<file path="src/rtl/gpio_ctrl.sv">
`default_nettype none
// ============================================================================
//  Module   : gpio_ctrl
//  Purpose  : Memory-mapped GPIO bridge for DIP switches, user keys and LEDs.
//             Inputs are synchronised and debounced. Key presses latch sticky
//             edge flags that can raise a level interrupt.
//  Options  : GPIO_IRQ_EN - adds the EDGE/IRQEN registers and the irq output.
//  Revision : 1.0 - initial release
// ============================================================================
module gpio_ctrl #(
    parameter logic [31:0] BASE_ADDR    = 32'h0000_7F60,
    parameter int          SW_BYTES     = 8,
    parameter int          KEY_W        = 8,
    parameter int          LED_W        = 32,
    parameter int          DEBOUNCE_CYC = 500000
) (
    input  logic                    clk,
    input  logic                    reset,
    input  logic [31:0]             Address,
    input  logic [31:0]             WD,
    input  logic [3:0]              WE,
    input  logic [8*SW_BYTES-1:0]   dip_switch,
    input  logic [KEY_W-1:0]        user_key,
    output logic [31:0]             RD,
    output logic [LED_W-1:0]        led_light,
    output logic                    irq
);

    localparam int                c_SW_W    = 8 * SW_BYTES;
    localparam int                c_IN_W    = c_SW_W + KEY_W;
    localparam int                c_PW      = $clog2(DEBOUNCE_CYC);
    localparam logic [c_PW-1:0]   c_TICK_AT = c_PW'(DEBOUNCE_CYC - 1);

    localparam logic [2:0] c_OFF_SW_LO = 3'd0;
    localparam logic [2:0] c_OFF_SW_HI = 3'd1;
    localparam logic [2:0] c_OFF_KEY   = 3'd2;
    localparam logic [2:0] c_OFF_LED   = 3'd3;
    localparam logic [2:0] c_OFF_EDGE  = 3'd4;
    localparam logic [2:0] c_OFF_IRQEN = 3'd5;

    logic [c_PW-1:0]     r_presc;
    logic                w_tick;
    logic [c_IN_W-1:0]   w_raw;
    logic [c_IN_W-1:0]   r_sync1;
    logic [c_IN_W-1:0]   r_sync2;
    logic [c_IN_W-1:0]   r_sample;
    logic [c_IN_W-1:0]   r_deb;
    logic [c_IN_W-1:0]   w_deb_next;
    logic [c_SW_W-1:0]   w_sw_n;
    logic [KEY_W-1:0]    w_key_n;
    logic [63:0]         w_sw64;
    logic [31:0]         w_key_rd;
    logic [31:0]         w_led_rd;
    logic [31:0]         w_edge_rd;
    logic [31:0]         w_irqen_rd;
    logic [LED_W-1:0]    r_led;
    logic                w_sel;
    logic                w_wr;
    logic [2:0]          w_off;
    logic                w_wr_led;
    logic [31:0]         w_wmask;
    logic                w_unused;

    // ------------------------------------------------------------------
    // Shared debounce prescaler: one-cycle tick when the count wraps
    // ------------------------------------------------------------------
    assign w_tick = (r_presc == c_TICK_AT);

    always_ff @(posedge clk or negedge reset) begin
        if (!reset) begin
            r_presc <= '0;
        end else if (w_tick) begin
            r_presc <= '0;
        end else begin
            r_presc <= r_presc + c_PW'(1);
        end
    end

    // ------------------------------------------------------------------
    // Input path: 2-flop synchroniser then two-sample debounce
    // ------------------------------------------------------------------
    assign w_raw = {user_key, dip_switch};

    // Debounced bit follows the sample only when two consecutive samples agree
    always_comb begin
        w_deb_next = r_deb;
        if (w_tick) begin
            w_deb_next = ((r_sync2 ~^ r_sample) & r_sample) |
                         ((r_sync2 ^ r_sample) & r_deb);
        end
    end

    always_ff @(posedge clk or negedge reset) begin
        if (!reset) begin
            r_sync1  <= '1;
            r_sync2  <= '1;
            r_sample <= '1;
            r_deb    <= '1;
        end else begin
            r_sync1 <= w_raw;
            r_sync2 <= r_sync1;
            r_deb   <= w_deb_next;
            if (w_tick) begin
                r_sample <= r_sync2;
            end
        end
    end

    assign w_sw_n   = ~r_deb[c_SW_W-1:0];
    assign w_key_n  = ~r_deb[c_IN_W-1:c_SW_W];
    assign w_sw64   = 64'(w_sw_n);
    assign w_key_rd = 32'(w_key_n);

    // ------------------------------------------------------------------
    // Bus decode and byte-enabled writes
    // ------------------------------------------------------------------
    assign w_sel    = (Address[31:5] == BASE_ADDR[31:5]);
    assign w_wr     = w_sel && (WE != 4'b0000);
    assign w_off    = Address[4:2];
    assign w_wr_led = w_wr && (w_off == c_OFF_LED);
    assign w_wmask  = {{8{WE[3]}}, {8{WE[2]}}, {8{WE[1]}}, {8{WE[0]}}};

    always_ff @(posedge clk or negedge reset) begin
        if (!reset) begin
            r_led <= '1;
        end else if (w_wr_led) begin
            r_led <= (r_led & ~w_wmask[LED_W-1:0]) |
                     (WD[LED_W-1:0] & w_wmask[LED_W-1:0]);
        end
    end

    assign w_led_rd  = 32'(r_led);
    assign led_light = ~r_led;

`ifdef GPIO_IRQ_EN
    // ------------------------------------------------------------------
    // Sticky press flags (W1C, set wins) and per-key interrupt enables
    // ------------------------------------------------------------------
    logic [KEY_W-1:0] r_edge;
    logic [KEY_W-1:0] r_irq_en;
    logic [KEY_W-1:0] w_press;
    logic [KEY_W-1:0] w_clr;
    logic             w_wr_edge;
    logic             w_wr_irqen;

    assign w_wr_edge  = w_wr && (w_off == c_OFF_EDGE);
    assign w_wr_irqen = w_wr && (w_off == c_OFF_IRQEN);
    assign w_press    = r_deb[c_IN_W-1:c_SW_W] & ~w_deb_next[c_IN_W-1:c_SW_W];
    assign w_clr      = w_wr_edge ? (WD[KEY_W-1:0] & w_wmask[KEY_W-1:0]) : '0;

    always_ff @(posedge clk or negedge reset) begin
        if (!reset) begin
            r_edge   <= '0;
            r_irq_en <= '0;
        end else begin
            r_edge <= w_press | (r_edge & ~w_clr);
            if (w_wr_irqen) begin
                r_irq_en <= (r_irq_en & ~w_wmask[KEY_W-1:0]) |
                            (WD[KEY_W-1:0] & w_wmask[KEY_W-1:0]);
            end
        end
    end

    assign irq        = |(r_edge & r_irq_en);
    assign w_edge_rd  = 32'(r_edge);
    assign w_irqen_rd = 32'(r_irq_en);
`else
    assign irq        = 1'b0;
    assign w_edge_rd  = '0;
    assign w_irqen_rd = '0;
`endif

    // ------------------------------------------------------------------
    // Read mux: purely a function of Address and register state
    // ------------------------------------------------------------------
    always_comb begin
        RD = '0;
        if (w_sel) begin
            case (w_off)
                c_OFF_SW_LO: RD = w_sw64[31:0];
                c_OFF_SW_HI: RD = w_sw64[63:32];
                c_OFF_KEY:   RD = w_key_rd;
                c_OFF_LED:   RD = w_led_rd;
                c_OFF_EDGE:  RD = w_edge_rd;
                c_OFF_IRQEN: RD = w_irqen_rd;
                default:     RD = '0;
            endcase
        end
    end

    assign w_unused = ^{Address[1:0], WD, w_wmask};

endmodule
`default_nettype wire

</file>
<file path="config.mk">
export PLATFORM = sky130hd
export DESIGN_NAME = gpio_ctrl
export DESIGN_NICKNAME = d
export VERILOG_FILES = /design/src/rtl/gpio_ctrl.sv
export SDC_FILE = /design/constraint.sdc
export NUM_CORES = 1
export LEC_CHECK = 0
export CELL_PAD_IN_SITES_DETAIL_PLACEMENT = 1
export CELL_PAD_IN_SITES_GLOBAL_PLACEMENT = 2
export CORE_MARGIN = 3
export CORE_UTILIZATION = 34
export CTS_CLUSTER_DIAMETER = 30
export DETAILED_ROUTE_END_ITERATION = 10
export PLACE_DENSITY = 0.73
export SETUP_SLACK_MARGIN = 0.1
export SLEW_MARGIN = 30
export SYNTH_ARGS = -nofsm -noshare
export SYNTH_HDL_FRONTEND = slang
export SYNTH_SLANG_ARGS = --single-unit
</file>
<file path="constraint.sdc">
create_clock -name clk -period 2.1 [get_ports clk]
set_input_delay 0.42 -clock clk [delete_from_list [all_inputs] [get_ports clk]]
set_output_delay 0.42 -clock clk [all_outputs]
set_load 0.05 [all_outputs]
</file>
* Word level (Yosys, flattened, before mapping)
Cells that the tools add are included.
** Word-level totals
- Bits in registers :: 339
- Input port bits :: 142
- Word-level logic and storage cells :: 31
** Operators by class
- Add/subtract/negate cells :: 1
- Eq/ne operators :: 5
- Mux-type cells :: 3
- Bitwise logic cells :: 12
- Reductions and logical operators :: 4
** Operator list (count)
- 72-bit AND :: 2
- 32-bit case mux with 4 select lines :: 1
- 72-bit OR :: 1
- 72-bit bitwise XNOR :: 1
- 72-bit bitwise XOR :: 1
- 32-bit AND :: 2
- 32-bit NOT :: 2
- 64-bit NOT :: 1
- 32-bit two-way mux :: 1
- 32-bit OR :: 1
- 27-bit by 10-bit equality test with 1-bit output (second input constant) :: 1
- 19-bit by 1-bit adder with 19-bit output (second input constant) :: 1
- 19-bit equality test (second input constant) :: 1
- 19-bit two-way mux :: 1
- 8-bit NOT :: 1
- 3-bit by 2-bit equality test with 1-bit output (second input constant) :: 2
- 4-bit nonzero test :: 1
- 3-bit by 1-bit equality test with 1-bit output (second input constant) :: 1
- 3-bit zero test :: 1
- 1-bit logical AND :: 2

* Logic depth before layout (Yosys ltp)
- Depth after elaboration :: 3
- Gate-level depth with buffers :: 8

* Worst setup path after synthesis
Ideal clock, no wire load.
- Kind :: in2out
- Start point :: input port Address[2]
- End point :: output port RD[30]
- Arrival time :: 2.692 ns
- Data required time :: 1.680 ns
- Setup slack :: -1.012 ns
- Stages on the path :: 6
- Cells stage by stage :: buf_2 > or2_2 > clkbuf_1 > nor2_1 > a21oi_1 > nor4_1
** Between the ends
- Longest elaborated chain between the ends :: 3
- Elaborated cells on any way between the ends :: 6
- Classes of those cells :: eq/ne: 3; mux: 2; reduce/logical: 1
** Ends and longest elaborated chain
- start: declaration :: RTL line 19 : input logic [31:0] Address,
- 3-bit by 2-bit equality test with 1-bit output, or another cell as far along :: RTL line 179 : case (w_off)
- 32-bit case mux with 4 select lines (*) :: RTL line 179
- 32-bit two-way mux (*) :: RTL line 178 : if (w_sel) begin
- end: declaration :: RTL line 24 : output logic [31:0] RD,
Mark *: on every way between the ends. The rest lies on a longest branch, timed or not.

* Worst setup path after layout
- Start point :: input port Address[16]
- End point :: output port RD[15]
** Between the ends
- Longest elaborated chain between the ends :: 2
** Ends and longest elaborated chain
- 27-bit by 10-bit equality test with 1-bit output :: RTL line 117 : assign w_sel = (Address[31:5] == BASE_ADDR[31:5]);
- 32-bit two-way mux :: RTL line 178
No other way between the ends.

==> results.md <==
- Status: finished with violations
- Failing checks: setup timing
- Worst Max-Slew Pin Slew: 0.592 ns
- Yosys reg bits: 339
- Clk slew on worst S/H paths: 0.05 ns
- Iter 0 DRT Violations: 364
- Worst setup slack after layout: -0.319 ns
- First element of the critical path: Address[16]
- Final min period: 2.42 ns
- PwrDens: 1010 nW/um^2
- Slew Limit Headroom: 0.602
- Post-synth EDFFs: 0
- Drt total wl: 37300 um
- Clock Tree Root: clkbuf_16
- Routed Antenna Nets: 0
- Post-synth top cells: 320 x dfstp_2, 98 x mux2_2, 73 x ha_1, 73 x o31a_1, 72 x a21o_1
- Cells after Synth: 940
- Distinct cell type count after synthesis: 40
- Reg-to-Reg Start: r_presc[11]$_DFF_PN0_
- Crit end category: primary output
- Final period utilization: 1.15
- Largest stage delay, worst path: 0.45 ns
- Yosys warns: 0
- Worst r2r dst: r_sample[18]$_DFFE_PN1N_
- Die Y: 208 um
- Area grow syn2layout: 51.5%
- Core footprint: 40000 um^2
- Largest net degree at the start of global routing: 74
- LEAKAGE: 9.33 nW
- Pre-Repair DR Iteration Count: 4
- Setup Skew: 0.0174 ns
- Post-DP HPWL: 23100 um
- Vias: 8920
- Most common cell in the synthesized netlist: dfstp_2
- Worst hold path class: in -> reg
- DP Worst Slack: -0.637 ns
- Gr ovfl total: 0
- Total chip power: 21.2 mW
- Hold EP: r_sync1[61]$_DFF_PN1_
- GRT Util Overall: 0.175
- DRC: 0
- Fmax: 413 MHz
- Worst path slowest cell: or3_4
- Arr. time, crit path: 2.00 ns
- Maximum vdd drop: 0.615 mV
- Syn Area/Cell: 14.7 um^2
- Reg2reg setup slack: 0.15 ns
- Rows: 73
- Synth Flop Type: dfstp_2
- Post-Syn Area: 13800 um^2
- Clock buffer depth: 3
- Largest cells by area after synthesis: dfstp_2 61%, mux2_2 8.0%, ha_1 6.6%
- First-pass GRT wire length: 59600 um
- Req. time, crit path: 1.68 ns
- Post-synth top area share: 0.607
- Drt via density: 4.81
- Worst reg2reg path depth: 6
- Cell Count, Final, Fillers Out: 1853
- Die width: 208 um
- Synth async-reset ratio: 1.00
- H-tree depth: 3
- # Max-Cap Violations: 0
- CP bufs+invs: 4
- Critical path class: in -> out
- Clk_lat worst skew: 0.58 ns
- DIE AREA: 43200 um^2
- Critical path startpoint category: primary input
- Cell taking the most area after synthesis: dfstp_2
- Share of cells above drive strength 1: 0.604
- CP top delay family: simple AND/OR/NAND/NOR gates
- Seq/Total Area, Yosys: 0.642
- Worst Hold Launch: dip_switch[61]
- Routability cong.: 0.733
- Fin nets: 1470
- Clock sink count: 339
- Fin. max-slew vios: 0
- Cell count after placement: 1670
- Cell Chain, Critical Path: buf_2, and4bb_2, nand4_4, or3_4, buf_6, buf_16, nor2_4, buf_12
- Hold Vio Cnt, Final: 0
- RSZ-0062 raised after global routing: yes
- Wire length per cell: 20.1 um
- WHS Path Cells: 1
- Initial antenna violation count: 2
- Num ports: 207
- Crit-path max FO: 6
- IO Port Bufs: 203
- Initial Util: 0.346
- Final number of setup-violating endpoints: 32
- TritonCTS clock tree: yes
- Vias in the first global route: 10400
- TritonCTS buffer count: 88
- Syn nets: 1155
[stage by stage]
| stage | setup TNS, ns | utilization | hold slack (ns) | cell area (um^2) |
|---|---|---|---|---|
| floorplan | -7.95 | - | 0.124 | 14100 |
| global placement | -30.49 | 0.438 | 0.346 | 17500 |
| detailed placement | -31.74 | 0.438 | 0.347 | 17500 |
| CTS | -8.39 | 0.524 | 0.202 | 20900 |
| global route | -9.69 | 0.524 | 0.205 | 21000 |
| finish | -8.00 | 0.524 | 0.238 | 21000 |
[repair_timing]
action	in CTS	in global routing
pin swaps	25	16
setup buffers	10	5
hold endpoints to repair	18	0
setup endpoints to repair	172	150
hold buffers	1	0
gates resized for setup	208	21
cloned	6	0
[power by group]
part	switching, mW	internal (mW)	leakage (nW)
Clock	4.25	9.44	1.50
Sequential	0.0686	6.82	3.58
Combinational	0.336	0.328	4.26
Total	4.65	16.6	9.33
[registers in the layout, summed over array words and instances (netlist names), named ones only]
signal / flops
r_presc: 19
r_sync2: 72
r_sample: 72
r_deb: 72
r_sync1: 72
[area by class of cell]
| class | count | area, um^2 |
|---|---|---|
| flip-flops and latches | 339 | 8880 |
| clock buffers | 103 | 2360 |
| diodes | 1 | 2.50 |
| fillers | 3854 | 19000 |
| inverters | 38 | 143 |
| multi-input cells | 515 | 5000 |
| well taps | 525 | 657 |
| clock inverters | 59 | 724 |
| repair buffers | 273 | 3210 |
[worst max path at each step]
| stage | slack, ns | endpoint | cells after the start |
|---|---|---|---|
| after CTS | -0.33 | RD[30] | 5 |
| after global routing | -0.37 | RD[30] | 5 |
| final | -0.32 | RD[15] | 8 |
| after detailed placement | -0.64 | RD[22] | 7 |
| after floorplan | -0.25 | RD[0] | 6 |
| after global placement | -0.62 | RD[27] | 8 |
[cell families after synthesis]
kind of cell,synth area share
multiplexers,0.114
AO/OA/AOI/OAI,0.0965
XOR/XNOR,0.00886
flip-flops,0.642
AND/OR/NAND/NOR,0.0471
adder cells (fa/ha/maj),0.0660
other,0.000271
buffers and inverters,0.0255
[routing by layer]
layer / global-route usage / vias up / part of all wire
met1: 0.231 / 4597 / 0.45
met5: 0 / - / 0
li1: - / 4032 / -
met3: 0.0399 / 70 / 0.043
met4: 0.0593 / 0 / 0.024
met2: 0.287 / 221 / 0.48
[placed cells by master, fill, tap and decap left out, types with 29 or more instances in the layout]
| cell | count |
|---|---|
| clkdlybuf4s50_1 | 109 |
| dfstp_2 | 320 |
| inv_1 | 29 |
| clkbuf_16 | 88 |
| mux2_2 | 91 |
| nor2_4 | 32 |
| ha_1 | 72 |
| buf_4 | 41 |
| a21o_1 | 72 |
| buf_12 | 51 |
| nor2_1 | 34 |
| o31a_1 | 73 |
(Power assumes the default switching activity.)
